[config.mk]
export PLATFORM = sky130hd
export DESIGN_NAME = soc_sysid_rd_xact_flat
export DESIGN_NICKNAME = d
export VERILOG_FILES = /design/src/rtl/soc_sysid_pkg.sv /design/src/rtl/soc_sysid_checker_if.sv /design/src/rtl/soc_sysid_rd_xact.sv /design/src/flat_wrapper.sv
export SDC_FILE = /design/constraint.sdc
export NUM_CORES = 1
export LEC_CHECK = 0
export CORE_MARGIN = 5
export CORE_UTILIZATION = 17
export CTS_BUF_LIST = sky130_fd_sc_hd__clkbuf_8 sky130_fd_sc_hd__clkbuf_16
export DETAILED_ROUTE_END_ITERATION = 6
export PLACE_DENSITY = 0.84
export SYNTH_ARGS = -nofsm -noshare
export SYNTH_HDL_FRONTEND = slang
export SYNTH_SLANG_ARGS = --single-unit
[constraint.sdc]
create_clock -name clock -period 0.8 [get_ports clock]
set_input_delay 0.16 -clock clock [delete_from_list [all_inputs] [get_ports clock]]
set_output_delay 0.16 -clock clock [all_outputs]
set_load 0.005 [all_outputs]
[src/rtl/soc_sysid_pkg.sv]
// soc_sysid_pkg: shared types and constants for the system-ID checker.
// Default expected words are also consumed by firmware header generation.
package soc_sysid_pkg;

    typedef enum logic [2:0] {
        IDLE    = 3'd0,
        RD_ID   = 3'd1,
        WAIT_ID = 3'd2,
        RD_TS   = 3'd3,
        WAIT_TS = 3'd4,
        CHECK   = 3'd5,
        FIN     = 3'd6
    } state_t;

    localparam logic SYSID_ADDR_ID = 1'b0;
    localparam logic SYSID_ADDR_TS = 1'b1;

    localparam logic [31:0] SYSID_DEF_ID = 32'h0000_0000;
    localparam logic [31:0] SYSID_DEF_TS = 32'h6949_6A68;
    localparam int unsigned SYSID_DEF_TIMEOUT = 255;

    // True while the ID word read is being issued or awaited.
    function automatic logic is_id_phase(state_t s);
        return (s == RD_ID) || (s == WAIT_ID);
    endfunction

    // True while the timestamp word read is being issued or awaited.
    function automatic logic is_ts_phase(state_t s);
        return (s == RD_TS) || (s == WAIT_TS);
    endfunction

endpackage

[src/rtl/soc_sysid_checker_if.sv]
// soc_sysid_checker_if: Avalon-MM read-only bus between the checker
// (master) and the system-ID slave.
interface soc_sysid_checker_if;

    logic        avm_address;
    logic        avm_read;
    logic        avm_waitrequest;
    logic [31:0] avm_readdata;
    logic        avm_readdatavalid;

    modport master (
        output avm_address,
        output avm_read,
        input  avm_waitrequest,
        input  avm_readdata,
        input  avm_readdatavalid
    );

    modport slave (
        input  avm_address,
        input  avm_read,
        output avm_waitrequest,
        output avm_readdata,
        output avm_readdatavalid
    );

endinterface

[src/rtl/soc_sysid_rd_xact.sv]
// soc_sysid_rd_xact: one Avalon read at a time -- strobe, data pickup and
// optional timeout (enabled by SYSID_CHECK_TIMEOUT_EN).
module soc_sysid_rd_xact
    import soc_sysid_pkg::*;
#(
    parameter int unsigned TIMEOUT_CYCLES = SYSID_DEF_TIMEOUT
) (
    input  logic        clock,
    input  logic        reset,
    input  logic        launch,
    input  logic        launch_addr,
    soc_sysid_checker_if.master avm,
    output logic        accept,
    output logic        data_hit,
    output logic [31:0] rdata,
    output logic        tmo
);

    logic read_q;
    logic wait_q;
    logic active;

    assign active   = read_q | wait_q;
    assign accept   = read_q & ~avm.avm_waitrequest;
    // Data counts in the accepting cycle or while awaiting the response.
    assign data_hit = (accept & avm.avm_readdatavalid)
                    | (wait_q & avm.avm_readdatavalid);
    assign rdata    = avm.avm_readdata;

    assign avm.avm_read = read_q;

`ifdef SYSID_CHECK_TIMEOUT_EN
    localparam logic [15:0] LIMIT = 16'(TIMEOUT_CYCLES - 1);

    logic [15:0] cnt;

    // Count cycles spent in the current request/wait phase.
    always_ff @(posedge clock or posedge reset) begin
        if (reset) begin
            cnt <= '0;
        end else if (launch || accept) begin
            cnt <= '0;
        end else if (active) begin
            cnt <= cnt + 16'd1;
        end
    end

    // A response arriving together with the limit takes priority.
    assign tmo = active & (cnt == LIMIT) & ~data_hit;
`else
    assign tmo = 1'b0;
`endif

    // Strobe/address holding and wait-for-response tracking.
    always_ff @(posedge clock or posedge reset) begin
        if (reset) begin
            read_q          <= 1'b0;
            wait_q          <= 1'b0;
            avm.avm_address <= 1'b0;
        end else if (launch) begin
            read_q          <= 1'b1;
            wait_q          <= 1'b0;
            avm.avm_address <= launch_addr;
        end else if (data_hit || tmo) begin
            read_q <= 1'b0;
            wait_q <= 1'b0;
        end else if (accept) begin
            read_q <= 1'b0;
            wait_q <= 1'b1;
        end
    end

endmodule

[src/flat_wrapper.sv]
// flat-port wrapper written by rule: the top's interface ports become plain ports
module soc_sysid_rd_xact_flat import soc_sysid_pkg::*;
#(
    parameter int unsigned TIMEOUT_CYCLES = SYSID_DEF_TIMEOUT
)
  (clock, reset, launch, launch_addr, accept, data_hit, rdata, tmo, avm_avm_address, avm_avm_read, avm_avm_waitrequest, avm_avm_readdata, avm_avm_readdatavalid);
  soc_sysid_checker_if avm_i ();
  input  logic clock;
  input  logic reset;
  input  logic launch;
  input  logic launch_addr;
  output logic accept;
  output logic data_hit;
  output logic [31:0] rdata;
  output logic tmo;
  output wire logic [$bits(avm_i.avm_address)-1:0] avm_avm_address;
  output wire logic [$bits(avm_i.avm_read)-1:0] avm_avm_read;
  input wire logic [$bits(avm_i.avm_waitrequest)-1:0] avm_avm_waitrequest;
  input wire logic [$bits(avm_i.avm_readdata)-1:0] avm_avm_readdata;
  input wire logic [$bits(avm_i.avm_readdatavalid)-1:0] avm_avm_readdatavalid;
  assign avm_avm_address = avm_i.avm_address;
  assign avm_avm_read = avm_i.avm_read;
  assign avm_i.avm_waitrequest = avm_avm_waitrequest;
  assign avm_i.avm_readdata = avm_avm_readdata;
  assign avm_i.avm_readdatavalid = avm_avm_readdatavalid;
  soc_sysid_rd_xact #(.TIMEOUT_CYCLES(TIMEOUT_CYCLES)) u_core (.clock(clock), .reset(reset), .launch(launch), .launch_addr(launch_addr), .avm(avm_i), .accept(accept), .data_hit(data_hit), .rdata(rdata), .tmo(tmo));
endmodule
### Yosys cells after proc, flatten, opt, wreduce, memory -nomap -nowiden

Cells that the tools add are included.

| word-level totals | value |
|---|---|
| flip-flop bits (word level) | 3 |
| input port bits | 38 |
| output and inout bits | 37 |
| logic and storage cells | 15 |

| cells by class | value |
|---|---|
| bitwise operators | 5 |
| muxes and demuxes | 6 |
| reductions and logical operators | 1 |

Operators by type and width:

| operator | count |
|---|---|
| $mux 1 | 6 |
| $and 1x1->1 | 3 |
| $reduce_bool 3->1 | 1 |
| $not 1->1 | 1 |
| $or 1x1->1 | 1 |

### Longest topological paths before layout

| depth | value |
|---|---|
| depth in word-level cells | 6 |
| mapped depth | 2 |
| mapped depth without buffers | 2 |

### Worst setup path before layout

No wires, ideal clock.

| timing | value |
|---|---|
| path type | reg2out |
| start point | register u_core.read_q, in the netlist u_core.avm.avm_read |
| end point | output data_hit |
| cell stages (with the launch flop) | 3 |
| path buffers | 0 |
| setup slack | -45 ps |
| required time | 640 ps |
| arrival | 685 ps |
| cells stage by stage | dfrtp_1 -> nor2b_4 -> o21a_1 |

| on the way | value |
|---|---|
| cells in the longest elaborated chain, start to end | 3 |

Ends and longest elaborated chain:

| item | RTL line | text |
|---|---|---|
| start: declaration | soc_sysid_rd_xact.sv:19 | `logic read_q;` |
| start signal: assignment | soc_sysid_rd_xact.sv:57 | `read_q <= 1'b0;` |
| start signal: assignment | soc_sysid_rd_xact.sv:61 | `read_q <= 1'b1;` |
| start signal: assignment | soc_sysid_rd_xact.sv:65 | `read_q <= 1'b0;` |
| $and 1x1->1 | soc_sysid_rd_xact.sv:24 | `assign accept = read_q & ~avm.avm_waitrequest;` |
| named net accept | flat_wrapper.sv:12 | `output logic accept;` |
| $and 1x1->1 | soc_sysid_rd_xact.sv:26 | `assign data_hit = (accept & avm.avm_readdatavalid)` |
| $or 1x1->1 | soc_sysid_rd_xact.sv:27 | `\| (wait_q & avm.avm_readdatavalid);` |
| end: declaration | flat_wrapper.sv:13 | `output logic data_hit;` |

The timed path passes the listed nets, and every way through them passes these cells.

### Final worst setup path

| timing | value |
|---|---|
| start point | register u_core.read_q, in the netlist u_core.avm.avm_read |
| end point | output data_hit |

| on the way | value |
|---|---|
| cells in the longest elaborated chain, start to end | 3 |

Ends and longest elaborated chain:

| item | RTL line |
|---|---|
| $and 1x1->1 | soc_sysid_rd_xact.sv:24 |
| $and 1x1->1 | soc_sysid_rd_xact.sv:26 |
| $or 1x1->1 | soc_sysid_rd_xact.sv:27 |

No other way between the ends.

==> results.md <==
- Root buf cell: clkbuf_8
- Residual DRC count: 0
- Layout area overhead: -11.5%
- Num ports: 75
- CP required: 640 ps
- Met2 GRT Util: between 7 and 8%
- CTS clk-pin slew, worst paths: 30 ps
- P per Cell Area: around 2000 nW/um2
- Synthesized cell area: between 300 and 400 um2
- Worst Path Buf+Inv: 1
- Top cells by area, synth: buf_4 (63%), dfrtp_1 (19%), mux2_4 (3.8%), o21a_1 (3.8%), nor2b_4 (3.5%)
- Die width: about 58 um
- Sequential fraction of the synthesis area: 19.2%
- Setup-failing EPs final: 6
- CP Cell Sequence: nor2b_4 -> o21a_1 -> buf_2
- Hold Path Class: in -> async
- Cells after Synth: 45
- DRT Pass-1 Iters: 1
- Crit-path slowest cell: dfrtp_1
- Share of the synthesized area in the top cell type: a little under two thirds
- Clock group share of total power: around 60%
- Maximum clock frequency: 0.871 GHz
- Min setup slack post-route: -348 ps
- Crit path DAT: between 900 and 1000 ps
- Number of global-route vias before repair: 240
- Dpl hpwl: 544 um
- Comb power frac: 15.6%
- VDD IR max: 791 uV
- Grt met1 use: ~2.9%
- Initial DRC count: 0
- Vias: about 190
- Library cells used by synthesis: 10
- Total CTS buffers: 3
- Vias per inst: 3.22
- CTS tree: done
- Wire per inst: 12.0 um
- PortBufs: 9
- Clk buf depth: 2
- Finished Core Util: around 16%
- Htree depth: 1
- Syn_area_per_cell: 8.67 um2
- Largest net degree at the start of global routing: 4
- Post-Syn Nets: 83
- Placer Congestion: 0.686
- Final min period: 1150 ps
- Chip height: 57.9 um
- Layout cells sized above 1: 50.0%
- CP top delay family: flip-flops
- CP Capture Type: output pin
- First-pass GRT wire length: 1100 um
- Internal Power: 563 uW
- PnR Total Power: between 700 and 800 uW
- Number of antenna violations at the first check in global routing: 0
- Crit Path Class: reg -> out
- Final ANT Viol Nets: 0
- Global routing's busiest layer: met2
- Core region area: about 2200 um2
- Max-cap violation count: 0
- DIE AREA: 3350 um2
- Status: complete, but fails checks
- R2R setup slack: -100 ps
- Grt total ovfl: 0
- Lkg Pwr: 0.169 nW
- Max Slew Vio Count: 0
- Largest area contributor in the netlist: buf_4
- RSZ-0062 raised after global routing: yes
- WL final: 695 um
- Nets@finish: 69
- Met3 Track Usage GR: 3.56%
- Yosys warnings: 0
- Worst path max stage delay: ~370 ps
- Crit share post-route: 144%
- Antenna diodes: 0
- Net Sw Frac: 19.9%
- Initial Util: about 18%
- Reg power frac: 24.2%
- Hold Fails Final Rpt: 0
- Sinks on Clock Net: 3
- Worst Skew: 0.299 ps
- Psw: 139 uW
- Site Rows: 17
- Worst skew pair latency: 210 ps
- CP Max Fanout: 2
- Worst setup SP type: flop
- Tot GR Track Use: 4.43%
- Flops & latches, synth: 3
- Violated checks: setup timing
==> power groups by stage <==
stage / sequential [mW] / combinational (mW) / clock, mW
finish: 0.170 / 0.110 / 0.423
detailed placement: 0.171 / 0.115 / 0
global placement: 0.171 / 0.112 / 0
floorplan: 0.173 / 0.163 / 0
CTS: 0.170 / 0.112 / 0.437
global route: 0.171 / 0.120 / 0.455
==> final cells by class <==
class,count,area (um2)
Fill cell,275,1870
Clock inverter,1,3.75
Tap cell,28,35.0
Clock buffer,3,41.3
Inverter,1,3.75
Sequential cell,3,75.1
Multi-Input combinational cell,8,66.3
Timing Repair Buffer,14,120
==> placed cells by master, fill, tap and decap left out <==
cell type,n
dlygate4sd2_1,3
clkbuf_8,3
a31o_1,1
inv_1,2
buf_6,3
nor2_1,1
nor2b_4,1
dfrtp_1,3
buf_2,2
nand2_2,1
mux2_4,1
o21a_1,2
clkdlybuf4s50_1,2
conb_1,1
buf_4,4
==> through the flow <==
stage	cell area [um2]	worst slack (ps)	std cells	setup TNS [ps]	hold slack [ps]
floorplan	390	-44.6	45	-44.6	-86.4
global placement	298	-720	53	-2670	320
detailed placement	298	-742	53	-2770	320
CTS	345	-357	58	-1050	125
global route	345	-398	58	-1240	141
finish	345	-348	58	-1020	119
==> cell usage after synthesis <==
library cell,instances
nor2b_4,1
buf_4,33
nand2_1,1
dfrtp_1,3
nor2_1,1
o21a_1,2
a31o_1,1
inv_1,1
mux2_4,1
conb_1,1
==> metal layers <==
| metal | vias up | part of all wire, % | wire length, um |
|---|---|---|---|
| met4 | 0 | 0.58 | 4 |
| met1 | 94 | 26 | 181 |
| met5 | - | 0 | 0 |
| met2 | 18 | 54 | 373 |
| li1 | 73 | - | - |
| met3 | 2 | 20 | 136 |
==> sequential cells by signal, indices dropped and copies added (netlist names) <==
name	flops
u_core.avm.avm_address	1
u_core.avm.avm_read	1
u_core.wait_q	1
==> path summary, 6_finish.rpt <==
| path | from | to | cells after the start |
|---|---|---|---|
| max | u_core.avm.avm_read$_DFFE_PP0P_ | data_hit | 3 |
| min | reset | u_core.avm.avm_read$_DFFE_PP0P_ | 2 |
| max reg2reg | u_core.avm.avm_read$_DFFE_PP0P_ | u_core.wait_q$_DFFE_PP0P_ | 3 |
| min reg2reg | u_core.avm.avm_address$_DFFE_PP0P_ | u_core.avm.avm_address$_DFFE_PP0P_ | 1 |
| max in group asynchronous | reset | u_core.wait_q$_DFFE_PP0P_ | 2 |
| min in group clock | avm_avm_readdata[12] | rdata[12] | 0 |
==> kinds of logic after synthesis <==
group / Yosys count / synth area share [%]
compound gates: 3 / 6.09
buf+inv: 34 / 64.4
flops: 3 / 19.2
mux: 1 / 3.85
other cells: 1 / 0.961
simple gates: 3 / 5.45
==> repair_timing <==
item                                    4_1_cts  5_1_grt
resized for setup                            23        0
endpoints found under the setup margin        7        6
cloned                                        0        0
hold buffers                                  0        0
buffers inserted                              2        1
Power figures use the tool's default switching activity.
